## src/rtl/pool_stream_ctrl_pkg.sv

```systemverilog
// pool_stream_ctrl_pkg: shared widths, FSM state encoding and tag type for the pooling control stage
package pool_stream_ctrl_pkg;

    localparam int WID_PE_BITS = 16;
    localparam int ADDR_FIFO   = 10;

    typedef enum logic [2:0] {
        IDLE,
        CLEAR,
        RUN,
        FLUSH,
        DONE
    } state_t;

    typedef struct packed {
        logic last;
        logic valid;
    } tag_t;

endpackage

```

## src/rtl/pool_tag_delay.sv

```systemverilog
// pool_tag_delay: fixed-depth shift line carrying {last, valid} tags in step with the pooling pipeline
module pool_tag_delay
    import pool_stream_ctrl_pkg::*;
#(
    parameter int DEPTH = 3
) (
    input  logic clk,
    input  logic rst,
    input  logic clr,
    input  logic en,
    input  tag_t tag_in,
    output tag_t tag_out
);

    tag_t [DEPTH-1:0] line;

    // Advance one stage per enabled cycle; clear drops every pending tag
    always_ff @(posedge clk or posedge rst) begin
        if (rst) begin
            line <= '0;
        end else if (clr) begin
            line <= '0;
        end else if (en) begin
            line[0] <= tag_in;
            for (int i = 1; i < DEPTH; i++) line[i] <= line[i-1];
        end
    end

    assign tag_out = line[DEPTH-1];

endmodule

```

## src/rtl/pool_stream_ctrl.sv

```systemverilog
// pool_stream_ctrl: drives the pooling datapath and tags its 2x2/stride-2 results; optional POOL_OUT_ADDR_EN adds an output address counter
module pool_stream_ctrl
    import pool_stream_ctrl_pkg::*;
#(
    parameter int DATA_W   = WID_PE_BITS,
    parameter int ADDR_W   = ADDR_FIFO,
    parameter int POOL_LAT = 3
) (
    input  logic              clk,
    input  logic              rst,
    input  logic              start,
    input  logic [ADDR_W-1:0] row_length,
    input  logic [ADDR_W-1:0] num_rows,
    input  logic              in_valid,
    input  logic [DATA_W-1:0] in_data,
    output logic              in_ready,
    output logic [DATA_W-1:0] pl_data,
    output logic              pl_shift,
    output logic              pl_lb_reset,
    output logic              pl_enable,
    output logic [ADDR_W-1:0] pl_row_length,
    input  logic [DATA_W-1:0] pl_result,
`ifdef POOL_OUT_ADDR_EN
    input  logic [ADDR_W-1:0] out_base,
    output logic [ADDR_W-1:0] out_addr,
`endif
    output logic              out_valid,
    output logic [DATA_W-1:0] out_data,
    output logic              out_last,
    output logic              busy,
    output logic              done
);

    localparam int FW = (POOL_LAT > 1) ? $clog2(POOL_LAT) : 1;

    state_t            state;
    state_t            state_nx;
    logic [ADDR_W-1:0] num_rows_q;
    logic [ADDR_W-1:0] col_cnt;
    logic [ADDR_W-1:0] row_cnt;
    logic [FW-1:0]     fl_cnt;
    logic              accept;
    logic              col_end;
    logic              row_end;
    logic              empty;
    tag_t              tag_in;
    tag_t              tag_out;

    assign accept   = in_valid & in_ready;
    assign col_end  = col_cnt == pl_row_length - ADDR_W'(1);
    assign row_end  = row_cnt == num_rows_q - ADDR_W'(1);
    assign empty    = pl_row_length == '0 || num_rows_q == '0;
    assign pl_shift = accept;
    assign pl_data  = in_ready ? in_data : '0;

    // Next-state decode; DONE falls back to IDLE through the default arm
    always_comb begin
        state_nx = state;
        case (state)
            IDLE:    state_nx = start ? CLEAR : IDLE;
            CLEAR:   state_nx = empty ? FLUSH : RUN;
            RUN:     state_nx = (accept && col_end && row_end) ? FLUSH : RUN;
            FLUSH:   state_nx = (fl_cnt == FW'(POOL_LAT - 1)) ? DONE : FLUSH;
            default: state_nx = IDLE;
        endcase
    end

    // Frame FSM with outputs registered from the next state; sizes latched on an accepted start
    always_ff @(posedge clk or posedge rst) begin
        if (rst) begin
            state         <= IDLE;
            in_ready      <= 1'b0;
            pl_enable     <= 1'b0;
            pl_lb_reset   <= 1'b0;
            busy          <= 1'b0;
            done          <= 1'b0;
            fl_cnt        <= '0;
            pl_row_length <= '0;
            num_rows_q    <= '0;
        end else begin
            state       <= state_nx;
            in_ready    <= state_nx == RUN;
            pl_enable   <= state_nx == RUN || state_nx == FLUSH;
            pl_lb_reset <= state_nx == CLEAR;
            busy        <= state_nx != IDLE;
            done        <= state_nx == DONE;
            fl_cnt      <= (state == FLUSH) ? fl_cnt + FW'(1) : '0;
            if (state == IDLE && start) begin
                pl_row_length <= row_length;
                num_rows_q    <= num_rows;
            end
        end
    end

    // Pixel position of the next accept, restarted for every frame
    always_ff @(posedge clk or posedge rst) begin
        if (rst) begin
            col_cnt <= '0;
            row_cnt <= '0;
        end else if (state == CLEAR) begin
            col_cnt <= '0;
            row_cnt <= '0;
        end else if (accept) begin
            col_cnt <= col_end ? '0 : col_cnt + ADDR_W'(1);
            row_cnt <= row_cnt + ADDR_W'(col_end);
        end
    end

    // An odd row/odd column pixel closes a window; odd trailing rows/columns never reach that position
    assign tag_in.valid = accept & row_cnt[0] & col_cnt[0];
    assign tag_in.last  = tag_in.valid
                        && row_cnt == {num_rows_q[ADDR_W-1:1], 1'b0} - ADDR_W'(1)
                        && col_cnt == {pl_row_length[ADDR_W-1:1], 1'b0} - ADDR_W'(1);

    pool_tag_delay #(
        .DEPTH(POOL_LAT)
    ) u_tag_delay (
        .clk    (clk),
        .rst    (rst),
        .clr    (state == IDLE || state == CLEAR),
        .en     (state == RUN || state == FLUSH),
        .tag_in (tag_in),
        .tag_out(tag_out)
    );

    assign out_valid = tag_out.valid;
    assign out_last  = tag_out.last;
    assign out_data  = out_valid ? pl_result : '0;

`ifdef POOL_OUT_ADDR_EN
    // Output address: loaded at frame start, stepped after every emitted result
    always_ff @(posedge clk or posedge rst) begin
        if (rst) begin
            out_addr <= '0;
        end else if (state == IDLE && start) begin
            out_addr <= out_base;
        end else if (out_valid) begin
            out_addr <= out_addr + ADDR_W'(1);
        end
    end
`endif

endmodule

```

## config.mk

```make
export PLATFORM = sky130hd
export DESIGN_NAME = pool_stream_ctrl
export DESIGN_NICKNAME = d
export VERILOG_FILES = /design/src/rtl/pool_stream_ctrl_pkg.sv /design/src/rtl/pool_tag_delay.sv /design/src/rtl/pool_stream_ctrl.sv
export SDC_FILE = /design/constraint.sdc
export NUM_CORES = 1
export LEC_CHECK = 0
export BUFFER_PORTS_ARGS = -buffer_cell sky130_fd_sc_hd__buf_2
export CAP_MARGIN = 20
export CORE_MARGIN = 5
export CORE_UTILIZATION = 35
export DETAILED_ROUTE_END_ITERATION = 7
export MAX_ROUTING_LAYER = met4
export SLEW_MARGIN = 30
export SYNTH_ARGS = -nofsm -noshare
export SYNTH_HDL_FRONTEND = slang
export SYNTH_SLANG_ARGS = --single-unit
```

## constraint.sdc

```tcl
create_clock -name clk -period 3.4 [get_ports clk]
set_clock_uncertainty 0.15 [all_clocks]
set_input_delay 0.17 -clock clk [delete_from_list [all_inputs] [get_ports clk]]
set_output_delay 0.17 -clock clk [all_outputs]
set_load 0.01 [all_outputs]
```

## Yosys cells after proc, flatten, opt, wreduce, memory -nomap -nowiden

Cells that the tools add are included.

| word-level totals | value |
|---|---|
| output and inout port bits | 50 |
| bits of input ports | 56 |
| bits in registers | 56 |
| logic and storage cells | 69 |

| operators by class | value |
|---|---|
| equal/unequal tests | 12 |
| reduce and logical (&&, ||, !) cells | 15 |
| add/subtract/negate cells | 7 |
| multiplexer cells | 15 |
| bitwise logic cells | 3 |

Operators by type and width:

| cell | number |
|---|---|
| 10-bit 2-to-1 mux | 5 |
| 10-bit == test | 4 |
| 10-bit by 1-bit subtractor with 10-bit output (second input constant) | 4 |
| 16-bit 2-to-1 mux | 2 |
| 10-bit zero test | 2 |
| 3-bit by 2-bit == test with 1-bit output (second input constant) | 4 |
| 6-bit 2-to-1 mux | 2 |
| 3-bit one-hot mux with 4 select lines | 1 |
| 10-bit by 1-bit adder with 10-bit output | 1 |
| 10-bit by 1-bit adder with 10-bit output (second input constant) | 1 |
| 3-bit by 1-bit == test with 1-bit output (second input constant) | 2 |
| 1-bit logical AND | 5 |
| 1-bit logical OR | 4 |
| 2-bit nonzero test | 2 |
| 1-bit AND | 3 |
| 3-bit == test (second input constant) | 1 |
| 3-bit zero test | 1 |
| 1-bit 2-to-1 mux | 3 |
| 3-bit 2-to-1 mux | 1 |
| 3-bit nonzero test | 1 |
| 2-bit by 1-bit adder with 2-bit output (second input constant) | 1 |
| 2-bit == test (second input constant) | 1 |
| 2-bit 2-to-1 mux | 1 |

## Logic depth before layout (Yosys ltp)

Gate-level depths: netlist of the first run.

| depth | value |
|---|---|
| depth in word-level cells | 8 |
| gate-level depth with buffers | 14 |
| mapped depth without buffers | 13 |

## By module

A second synthesis of the first run with hierarchy kept.

| second synthesis, totals | value |
|---|---|
| cells, all modules | 403 |
| area, all modules | 3694.8 um2 |

By module, submodules not included:

| module | cells an instance | instances | area an instance (um2) |
|---|---|---|---|
| pool_stream_ctrl | 381 | 1 | 3432.0 |
| pool_tag_delay | 22 | 1 | 262.8 |

## Least setup slack after synthesis of the first run

Ideal clock, no wire load.

| path | value |
|---|---|
| path type | register to register |
| start | register pl_row_length[1] |
| end | register row_cnt[9] |
| setup time | 0.132 ns |
| arrival time | 2.970 ns |
| period minus slack after synthesis | 3.252 ns |
| slack | 0.148 ns |
| stages on the path, launching flop included | 15 |
| required time | 3.118 ns |
| cell sequence | dfrtp_1 -> inv_1 -> ha_1 -> or3b_4 -> or3_1 -> o31ai_2 -> nand4_2 -> buf_2 -> inv_1 -> ha_1 -> nand3_1 -> nor3_1 -> nand3_1 -> xor2_1 -> nor2_1 |

| on the way | value |
|---|---|
| longest elaborated chain between the ends | 5 |

RTL lines:

| what | RTL line | source |
|---|---|---|
| from (decl) | pool_stream_ctrl.sv:21 | `output logic [ADDR_W-1:0] pl_row_length,` |
| from (signal assigned) | pool_stream_ctrl.sv:89 | `pl_row_length <= row_length;` |
| 10-bit by 1-bit subtractor with 10-bit output | pool_stream_ctrl.sv:50 | `assign col_end = col_cnt == pl_row_length - ADDR_W'(1);` |
| 10-bit == test | pool_stream_ctrl.sv:50 |  |
| 10-bit by 1-bit adder with 10-bit output | pool_stream_ctrl.sv:105 | `row_cnt <= row_cnt + ADDR_W'(col_end);` |
| 10-bit 2-to-1 mux | pool_stream_ctrl.sv:103 | `end else if (accept) begin` |
| 10-bit 2-to-1 mux | pool_stream_ctrl.sv:100 | `end else if (state == CLEAR) begin` |
| to (signal assigned) | pool_stream_ctrl.sv:105 |  |
| to (decl) | pool_stream_ctrl.sv:40 | `logic [ADDR_W-1:0] row_cnt;` |

Every way passes these cells. The select of a mux whose other input is x is not followed.
A chain may end at the register's enable or synchronous reset.

## Worst setup path after layout of the first run

| path | value |
|---|---|
| start | register pl_row_length[2] |
| end | register row_cnt[9] |

Same word-level chain as after synthesis.

==> results of run 1 <==
cells by family after synthesis:
kind of cell	after synthesis	synth area share
AO/OA/AOI/OAI	52	0.0969
XOR/XNOR	54	0.132
adder cells (fa/ha/maj)	12	0.0420
buffers and inverters	31	0.0332
flip-flops	56	0.392
multiplexers	13	0.0406
AND/OR/NAND/NOR	177	0.263
per-stage QoR:
| step | cell area [µm²] | hold slack, ns | util |
|---|---|---|---|
| after global placement | 4280 | 0.228 | 0.422 |
| after global routing | 4610 | 0.192 | 0.455 |
| after detailed placement | 4280 | 0.240 | 0.422 |
| after CTS | 4600 | 0.170 | 0.454 |
| final | 4610 | 0.185 | 0.455 |
| after floorplan | 3580 | 0.137 | - |
sequential cells by signal, indices dropped and copies added, names as in the netlist:
register and cells:
u_tag_delay.tag_out 2, u_tag_delay.line 4, pl_enable 1, fl_cnt 2, pl_lb_reset 1, num_rows_q 10
pl_row_length 10, col_cnt 10, done 1, row_cnt 10, state 3, in_ready 1
busy 1
cells in the final DEF, fill, tap and decap left out, types with 4 or more instances in the layout:
master           n
xnor2_1         33
xor2_1          21
nand2_1         43
nor2b_1          4
mux2_2          12
nand3b_1         5
a31oi_1          9
ha_1            12
nor4_1           4
inv_1           11
clkbuf_8         6
buf_4           10
nand3_1         15
o21ai_0         17
a21oi_1          7
dlygate4sd3_1   22
and2_1          34
nand4_1          4
and3_1           8
nor2_1          31
nor3_1          11
buf_2          105
dfrtp_1         56
power by group:
group          switching, mW  total, mW  leakage [nW]  internal [mW]
clock network          0.237      0.409        0.0522          0.171
logic                  0.919       1.74          1.44          0.821
registers              0.331       1.19         0.695          0.861
cells in the mapped netlist (3+ instances only):
cell / n
dfrtp_1: 56
nand2_1: 43
and2_1: 34
xnor2_1: 33
nor2_1: 31
xor2_1: 21
o21ai_0: 17
clkbuf_1: 16
nand3_1: 15
ha_1: 12
inv_1: 12
mux2_2: 12
nor3_1: 12
a31oi_1: 9
and3_1: 8
a21oi_1: 7
nand3b_1: 5
nand4_1: 4
nor2b_1: 4
nor4_1: 4
nor4b_1: 3
area by class of cell:
cell class | count | area [µm²] | share of cell area
multi-input cells | 308 | 2070 | 0.449
flip-flops and latches | 56 | 1400 | 0.304
repair buffers | 137 | 821 | 0.178
well taps | 136 | 170 | 0.0369
clock buffers | 6 | 82.6 | 0.0179
inverters | 13 | 48.8 | 0.0106
clock inverters | 2 | 17.5 | 0.00380
routing by layer:
layer  GRT usage  share of wire  routed length, µm  vias up
met4      0.0341         0.0099                 96        0
met1       0.210           0.47               4560     1538
met3      0.0377          0.055                533        7
met5           -              0                  0        -
met2       0.250           0.46               4500       93
li1            -              -                  -     1605
critical path, cell delays in order, from the launching register on:
cell and delay, ns:
dfrtp_1 0.46, inv_1 0.12, ha_1 0.22, or3b_4 0.42, or3_1 0.34, o31ai_2 0.27
nand4_2 0.14, inv_1 0.09, ha_1 0.18, nand3_1 0.13, nor3_2 0.27, nand3_1 0.12
xor2_1 0.14, nor2_1 0.05
how the worst max path moves through the flow:
stage / endpoint / start / depth (start not counted)
floorplan: row_cnt[9] / pl_row_length[1] / 14
global placement: row_cnt[9] / pl_row_length[2] / 13
detailed placement: row_cnt[9] / pl_row_length[2] / 13
CTS: row_cnt[9] / pl_row_length[2] / 13
global route: row_cnt[8] / pl_row_length[2] / 13
finish: row_cnt[9] / pl_row_length[2] / 13
repair_timing:
action / 4_1_cts / 5_1_grt
hold buffers: 22 / 0
endpoints found under the setup margin: 0 / 1
hold endpoints to repair: 59 / 0
gates resized for setup: 0 / 1
==> flow_summary_export.csv, run 1 <==
group,metric,value,unit
critical_path,r2r_slack,0.21,ns
sta,period_needed,3.19,ns
synth,synth.area.top_cells,"dfrtp_1 39%, xnor2_1 8.1%, and2_1 5.9%, xor2_1 5.1%, nand2_1 4.5%",
clock_network,cts.path.max_buffers,2,
run,cap_violations,0,
synth,ys_types,48,
sta,fmax,0.314,GHz
cells_and_area,fin_cells,658,
clock_network,post_cts_buffers,0,
synth,syn_area,3580,µm²
synth,synth_top_cell_by_area,"dfrtp_1",
power_and_ir_drop,leakagePower,2.19,nW
critical_path,cp.required,3.45,ns
critical_path,r2r_cells,13,
place,place_ws,0.203,ns
min_path,hold_start,"in_valid",
die,dieWidth,111,µm
detailed_routing,wl_per_cell,14.7,µm
clock_network,cts_tree,"built",
detailed_routing,antenna_left,0,
min_path,worstHoldPathType,"input pin to register",
sta,slew_violations,0,
sta,worstMarginPinSlew,0.815,ns
sta,hold_viol,0,
die,dieHeight,111,µm
sta,rsz0062_at_grt,"no",
global_routing,grt_overflow,0,
power_and_ir_drop,total_power,3.34,mW
critical_path,timing.rr.end,"row_cnt[9]",
min_path,holdPathEnd,"row_cnt[0]",
die,ios,106,
power_and_ir_drop,ir_worst_vdd,0.000359,V
global_routing,grt_usage,0.159,
synth,ys_seq_area_frac,0.392,
detailed_routing,vias,3243,
critical_path,path_class,"register to register",
critical_path,cp.arrival,3.24,ns
clock_network,path_clk_slew,0.11,ns
critical_path,critPathCaptureType,"register",
global_routing,grt_max_degree,40,
place,place_hpwl,7400,µm
detailed_routing,viasPerCell,4.93,
critical_path,start_kind,"register",
global_routing,grt_pass1_wl,15800,µm
global_routing,antenna_found_initial,0,
power_and_ir_drop,cellPowerDensity,725,nW/µm²
die,initial_core_util,0.353,
synth,dominantRegCellSynth,"dfrtp_1",
clock_network,clock_latency,0.31,ns
global_routing,grt_pass1_vias,3119,
synth,synth_seq_cells,56,
clock_network,numCtsBuffers,5,
detailed_routing,drtIter0Drc,134,
clock_network,clkSinkCount,56,
place,portBuffers,105,
synth,synthCells,395,
synth,yosys_warnings,0,
synth,synth_edf_count,0,
min_path,hold_depth,5,
cells_and_area,area_growth,28.9,%
cells_and_area,layout-drive-gt1-share,0.278,
synth,synthArstFlopShare,1.00,
cells_and_area,antenna-diode-count,0,
detailed_routing,drt_wl_total,9680,µm
die,dieArea,12300,µm²
critical_path,timing.rr.start,"pl_row_length[2]",
detailed_routing,dr.pass1.iters,4,
detailed_routing,drc_errors,0,
clock_network,clockRootBuffer,"clkbuf_8",
synth,syn_area_per_cell,9.05,µm²
die,rows,37,
cells_and_area,fin_nets,589,
synth,syn-num-nets,463,
place,dpl.cell_count,628,
sta,relSlewSlack,0.456,
sta,fin_ws,0.211,ns
sta,final.setup.tns,0,ns
place,gp_congestion,0.898,
clock_network,h-tree-depth,2,
die,design.core.area,10100,µm²
sta,finalSetupViolations,0,
cells_and_area,fill_cells,963,
sta,min_period_over_period,0.938,
critical_path,cp_max_fo,7,
synth,netlist.area_leader.share,0.392,
outcome,status,"finished, final reports clean",
Power figures use the tool's default switching activity.
==> inputs of run 2 (changes only) <==
--- a/config.mk
+++ b/config.mk
@@ -8,9 +8,10 @@
 export BUFFER_PORTS_ARGS = -buffer_cell sky130_fd_sc_hd__buf_2
 export CAP_MARGIN = 20
 export CORE_MARGIN = 5
-export CORE_UTILIZATION = 35
+export CORE_UTILIZATION = 40
 export DETAILED_ROUTE_END_ITERATION = 7
 export MAX_ROUTING_LAYER = met4
+export PLACE_DENSITY = 0.67
 export SLEW_MARGIN = 30
 export SYNTH_ARGS = -nofsm -noshare
 export SYNTH_HDL_FRONTEND = slang
==> run 2 against run 1 <==
Against the previous run: sequential power hardly changed; combinational power hardly changed; setup slack better by 0.017 ns; largest power group unchanged; global-route usage is 1.2 points higher; critical path type unchanged.
==> flow_summary_export.csv, run 2 (synthesis gave the netlist of run 1 again) <==
group,metric,value,unit
outcome,status,"finished, final reports clean",
critical_path,path_delay_family,"simple AND/OR/NAND/NOR gates",
critical_path,startpoint,"pl_row_length[2]",
cells_and_area,fin_nets,587,
clock_network,cts_tree,"built",
clock_network,clock_latency,0.31,ns
min_path,worstHoldPathType,"input pin to register",
detailed_routing,antenna_left,0,
global_routing,grt_overflow,0,
die,dieWidth,105,µm
clock_network,numCtsBuffers,5,
clock_network,path_clk_slew,0.10,ns
detailed_routing,dr.pass1.iters,4,
die,initial_core_util,0.410,
sta,fmax,0.315,GHz
critical_path,cp_slowest_stage_delay,0.45,ns
global_routing,antenna_found_initial,0,
power_and_ir_drop,cellPowerDensity,721,nW/µm²
run,cap_violations,0,
global_routing,grt_pass1_wl,15400,µm
sta,holdWs,0.184,ns
clock_network,cts.path.max_buffers,2,
global_routing,grt_max_degree,41,
cells_and_area,area_growth,27.0,%
sta,min_period_over_period,0.933,
detailed_routing,viasPerCell,5.09,
sta,fin_ws,0.228,ns
sta,worstMarginPinSlew,0.713,ns
sta,relSlewSlack,0.524,
detailed_routing,drt_wl_total,9280,µm
critical_path,timing.rr.start,"pl_row_length[2]",
critical_path,cp_slowest_cell,"dfrtp_1",
cells_and_area,final_common_cell,"buf_2",
detailed_routing,drtIter0Drc,153,
critical_path,critPathCaptureType,"register",
cells_and_area,layout-drive-gt1-share,0.276,
critical_path,cp.required,3.45,ns
place,portBuffers,105,
critical_path,path_cells,"inv_1 > ha_1 > or3b_4 > or3_1 > o31ai_2 > nand4_2 > inv_1 > ha_1 > ha_1 > and3_1 > nand4_1 > xor2_1 > nor2_1",
die,ios,106,
cells_and_area,fin_util,0.521,
die,design.core.area,8720,µm²
critical_path,path_class,"register to register",
power_and_ir_drop,ir_worst_vdd,0.000262,V
clock_network,post_cts_buffers,0,
detailed_routing,wl_per_cell,14.8,µm
power_and_ir_drop,total_power,3.27,mW
sta,slew_violations,0,
sta,finalSetupViolations,0,
critical_path,critPathMostFrequentCell,"ha_1",
detailed_routing,vias,3192,
die,rows,34,
critical_path,cp.arrival,3.22,ns
min_path,hold_start,"in_valid",
global_routing,grt_usage,0.171,
power_and_ir_drop,leakagePower,2.17,nW
place,place_ws,0.161,ns
place,gp_congestion,0.881,
critical_path,cp_max_fo,7,
cells_and_area,fill_cells,811,
die,dieArea,10900,µm²
clock_network,clockRootBuffer,"clkbuf_8",
clock_network,h-tree-depth,2,
cells_and_area,antenna-diode-count,0,
sta,hold_viol,0,
sta,period_needed,3.17,ns
clock_network,clkSinkCount,56,
die,dieHeight,105,µm
place,place_hpwl,7120,µm
critical_path,start_kind,"register",
cells_and_area,layout_common_cells,"105 x buf_2, 56 x dfrtp_1, 43 x nand2_1",
detailed_routing,drc_errors,0,
critical_path,cp.buffers_inverters,2,
global_routing,grt_pass1_vias,3163,
-- run 2: cell count changes in the layout (fill, tap and decap cells not counted), sizes merged --
cell      previous run  this run
clkinvlp             0         1
clkbuf               6         5
inv                 14        11
buf                115       113
clkinv               1         3
-- run 2: cell type report --
class	instances	area, µm²	area share
clock buffer	5	68.8	0.0152
sequential	56	1400	0.309
clock inverter	2	12.5	0.00276
multi-input combinational	308	2070	0.455
tap	108	135	0.0298
inverter	13	50.0	0.0110
timing repair buffer	135	806	0.177
-- run 2: stage by stage --
| stage | setup TNS (ns) | instance area, µm² | instances |
|---|---|---|---|
| CTS | 0 | 4530 | 627 |
| global route | -0.00648 | 4540 | 627 |
| detailed placement | 0 | 4230 | 598 |
| floorplan | 0 | 3580 | 395 |
| global placement | 0 | 4230 | 598 |
| finish | 0 | 4540 | 627 |
-- run 2: power breakdown --
| part | internal (mW) | switching [mW] |
|---|---|---|
| Combinational | 0.816 | 0.917 |
| Clock | 0.140 | 0.220 |
| Sequential | 0.862 | 0.319 |
| Total | 1.82 | 1.46 |
-- run 2: timing repair --
item                                    4_1_cts  5_1_grt
endpoints found under the setup margin        0        2
endpoints found under the hold margin        60        0
gates resized for setup                       0        2
hold buffers                                 22        0
-- run 2: worst paths after layout --
kind                                  endpoint  slack, ns  cells after the start
max                                 row_cnt[8]       0.23                     13
min in group asynchronous     pl_row_length[9]       0.34                      3
min reg2reg                          fl_cnt[0]       0.29                      1
min                                 row_cnt[0]       0.18                      5
max reg2reg                         row_cnt[8]       0.23                     13
max in group asynchronous  u_tag_delay.line[1]       2.07                      4
-- run 2: routing by layer --
layer	share of wire	wire length (µm)	global-route usage
met1	0.43	4010	0.208
met2	0.48	4480	0.287
met3	0.075	693	0.0407
met4	0.011	98	0.0398
met5	0	0	-
-- run 2: worst min-delay path: stages --
cell and delay [ns]:
buf_2 0.07, nand2_1 0.04, buf_4 0.19, nand2_1 0.08
a21oi_1 0.06
==> inputs of run 3 (changes only) <==
--- a/config.mk
+++ b/config.mk
@@ -11,7 +11,7 @@
 export CORE_UTILIZATION = 40
 export DETAILED_ROUTE_END_ITERATION = 7
 export MAX_ROUTING_LAYER = met4
-export PLACE_DENSITY = 0.67
+export SETUP_SLACK_MARGIN = 0.5
 export SLEW_MARGIN = 30
 export SYNTH_ARGS = -nofsm -noshare
 export SYNTH_HDL_FRONTEND = slang
==> constraint.sdc (replaced) <==
create_clock -name clk -period 3.9 [get_ports clk]
set_clock_uncertainty 0.15 [all_clocks]
set_input_delay 0.195 -clock clk [delete_from_list [all_inputs] [get_ports clk]]
set_output_delay 0.195 -clock clk [all_outputs]
set_load 0.01 [all_outputs]
==> run 3 against run 2 <==
Against the previous run: final area is essentially flat; core utilization is essentially flat; power shrank 11%; non-clock buffer count shrank 4; cell count shrank 0.48%; setup slack gained 0.50 ns; clock-buffer cell count is the same; combinational power shrank 16%; die area is the same; clock power grew 6.7%; sequential power shrank 10%; critical endpoint is now row_cnt[9]; largest cell class unchanged.
==> flow_summary_export.csv, run 3 (synthesis gave the netlist of run 1 again) <==
group,metric,value,unit
power_and_ir_drop,total_power,2.90,mW
global_routing,antenna_found_initial,0,
global_routing,grt_pass1_vias,3156,
power_and_ir_drop,p_seq_frac,0.364,
critical_path,cp.required,3.94,ns
power_and_ir_drop,ir_worst_vdd,0.000245,V
place,place_hpwl,7270,µm
place,placed_area,4220,µm²
critical_path,cp_max_fo,6,
cells_and_area,fin_nets,583,
sta,final.setup.tns,0,ns
critical_path,cp.arrival,3.21,ns
sta,period_needed,3.17,ns
die,dieWidth,105,µm
global_routing,grt_max_degree,40,
sta,relSlewSlack,0.550,
cells_and_area,seqCellArea,1400,µm²
sta,finalSetupViolations,0,
detailed_routing,drtIter0Drc,118,
power_and_ir_drop,swShare,0.435,
clock_network,clockRootBuffer,"clkbuf_8",
sta,holdWs,0.00495,ns
detailed_routing,drc_errors,0,
outcome,status,"finished, final reports clean",
cells_and_area,fin_util,0.520,
place,portBuffers,105,
critical_path,r2r_slack,0.73,ns
die,dieArea,10900,µm²
die,initial_core_util,0.410,
power_and_ir_drop,p_clk_frac,0.132,
detailed_routing,wl_per_cell,15.0,µm
power_and_ir_drop,p_int,1.64,mW
clock_network,post_cts_buffers,0,
clock_network,path_clk_slew,0.10,ns
sta,hold_viol,0,
detailed_routing,vias,3176,
power_and_ir_drop,p_comb_frac,0.504,
critical_path,r2r_cells,13,
sta,slew_violations,0,
sta,rsz0062_at_grt,"no",
cells_and_area,multi_input_area,2070,µm²
min_path,worstHoldPathType,"input pin to register",
min_path,hold_depth,3,
run,cap_violations,0,
critical_path,critPathCaptureType,"register",
clock_network,numCtsBuffers,5,
detailed_routing,viasPerCell,5.09,
die,design.core.area,8720,µm²
cells_and_area,final_common_cell,"buf_2",
cells_and_area,finalInstanceArea,4540,µm²
die,rows,34,
cells_and_area,fill_cells,811,
detailed_routing,dr.pass1.iters,4,
cells_and_area,antenna-diode-count,0,
power_and_ir_drop,switchingPower,1.26,mW
sta,worstMarginPinSlew,0.674,ns
clock_network,clkSinkCount,56,
detailed_routing,antenna_left,0,
power_and_ir_drop,cellPowerDensity,640,nW/µm²
clock_network,cts.path.max_buffers,2,
sta,fmax,0.315,GHz
critical_path,start_kind,"register",
global_routing,grt_overflow,0,
cells_and_area,area_growth,26.9,%
die,dieHeight,105,µm
clock_network,h-tree-depth,2,
detailed_routing,drt_wl_total,9340,µm
global_routing,grt_usage,0.177,
global_routing,grt_pass1_wl,15800,µm
power_and_ir_drop,leakagePower,2.16,nW
place,gp_congestion,0.870,
sta,min_period_over_period,0.813,
cells_and_area,layout-drive-gt1-share,0.277,
critical_path,path_class,"register to register",
die,ios,106,
clock_network,clock_latency,0.31,ns
clock_network,cts_tree,"built",
cells_and_area,layout_common_cells,"105 x buf_2, 56 x dfrtp_1, 43 x nand2_1",
## run 3: cell types whose count changed in the layout (fill, tap and decap cells not counted)
| cell | change |
|---|---|
| ha_1 | -1 |
| buf_4 | -2 |
| dlygate4sd3_1 | -2 |
| ha_2 | +1 |
| bufinv_16 | +1 |
## run 3: path summary, 6_finish.rpt
kind,endpoint,start
setup reg to reg,row_cnt[9],pl_row_length[1]
hold / removal,pl_row_length[1],row_length[1]
setup / recovery,row_cnt[9],pl_row_length[1]
min in group asynchronous,u_tag_delay.tag_out[1],rst
max in group asynchronous,num_rows_q[7],rst
hold reg to reg,fl_cnt[0],fl_cnt[0]
## run 3: metrics by stage
step / std cells / setup slack, ns
after CTS: 624 / 0.623
after detailed placement: 596 / 0.661
after global placement: 596 / 0.731
after floorplan: 395 / 0.648
final: 624 / 0.728
after global routing: 624 / 0.555
## run 3: what timing repair did
| action | 4_1_cts | 5_1_grt |
|---|---|---|
| hold buffers | 20 | 0 |
| setup endpoints to repair | 0 | 2 |
| resized for setup | 0 | 3 |
| hold endpoints to repair | 57 | 0 |
## run 3: final cells by class
type	count	area share
multi-input cells	308	0.456
flip-flops and latches	56	0.309
repair buffers	131	0.170
well taps	108	0.0298
clock buffers	5	0.0152
inverters	13	0.0110
clock inverters	3	0.00937
## run 3: per-layer routing
metal  track usage  up-vias  share of wire
li1              -     1587              -
met1         0.231     1481           0.45
met2         0.284      100           0.48
met3        0.0376        8          0.063
met4        0.0398        0         0.0075
met5             -        -              0
## run 3: power groups by stage
stage	clock (mW)	combinational, mW	sequential [mW]
6_report	0.384	1.46	1.06
5_1_grt	0.419	1.64	1.10
3_5_place_dp	0	1.45	1.07
2_1_floorplan	0	1.13	0.958
3_3_place_gp	0	1.42	1.06
4_1_cts	0.398	1.47	1.06
## run 3: worst max-delay path, cell delays in order, from the launching register on
cell and delay (ns):
dfrtp_1 0.44, inv_2 0.12, ha_2 0.23, or3b_4 0.41
or3_1 0.34, o31ai_2 0.26, nand4_2 0.14, inv_1 0.08
ha_1 0.18, nand3_1 0.12, nor3_2 0.26, nand3_1 0.12
xor2_1 0.14, nor2_1 0.05
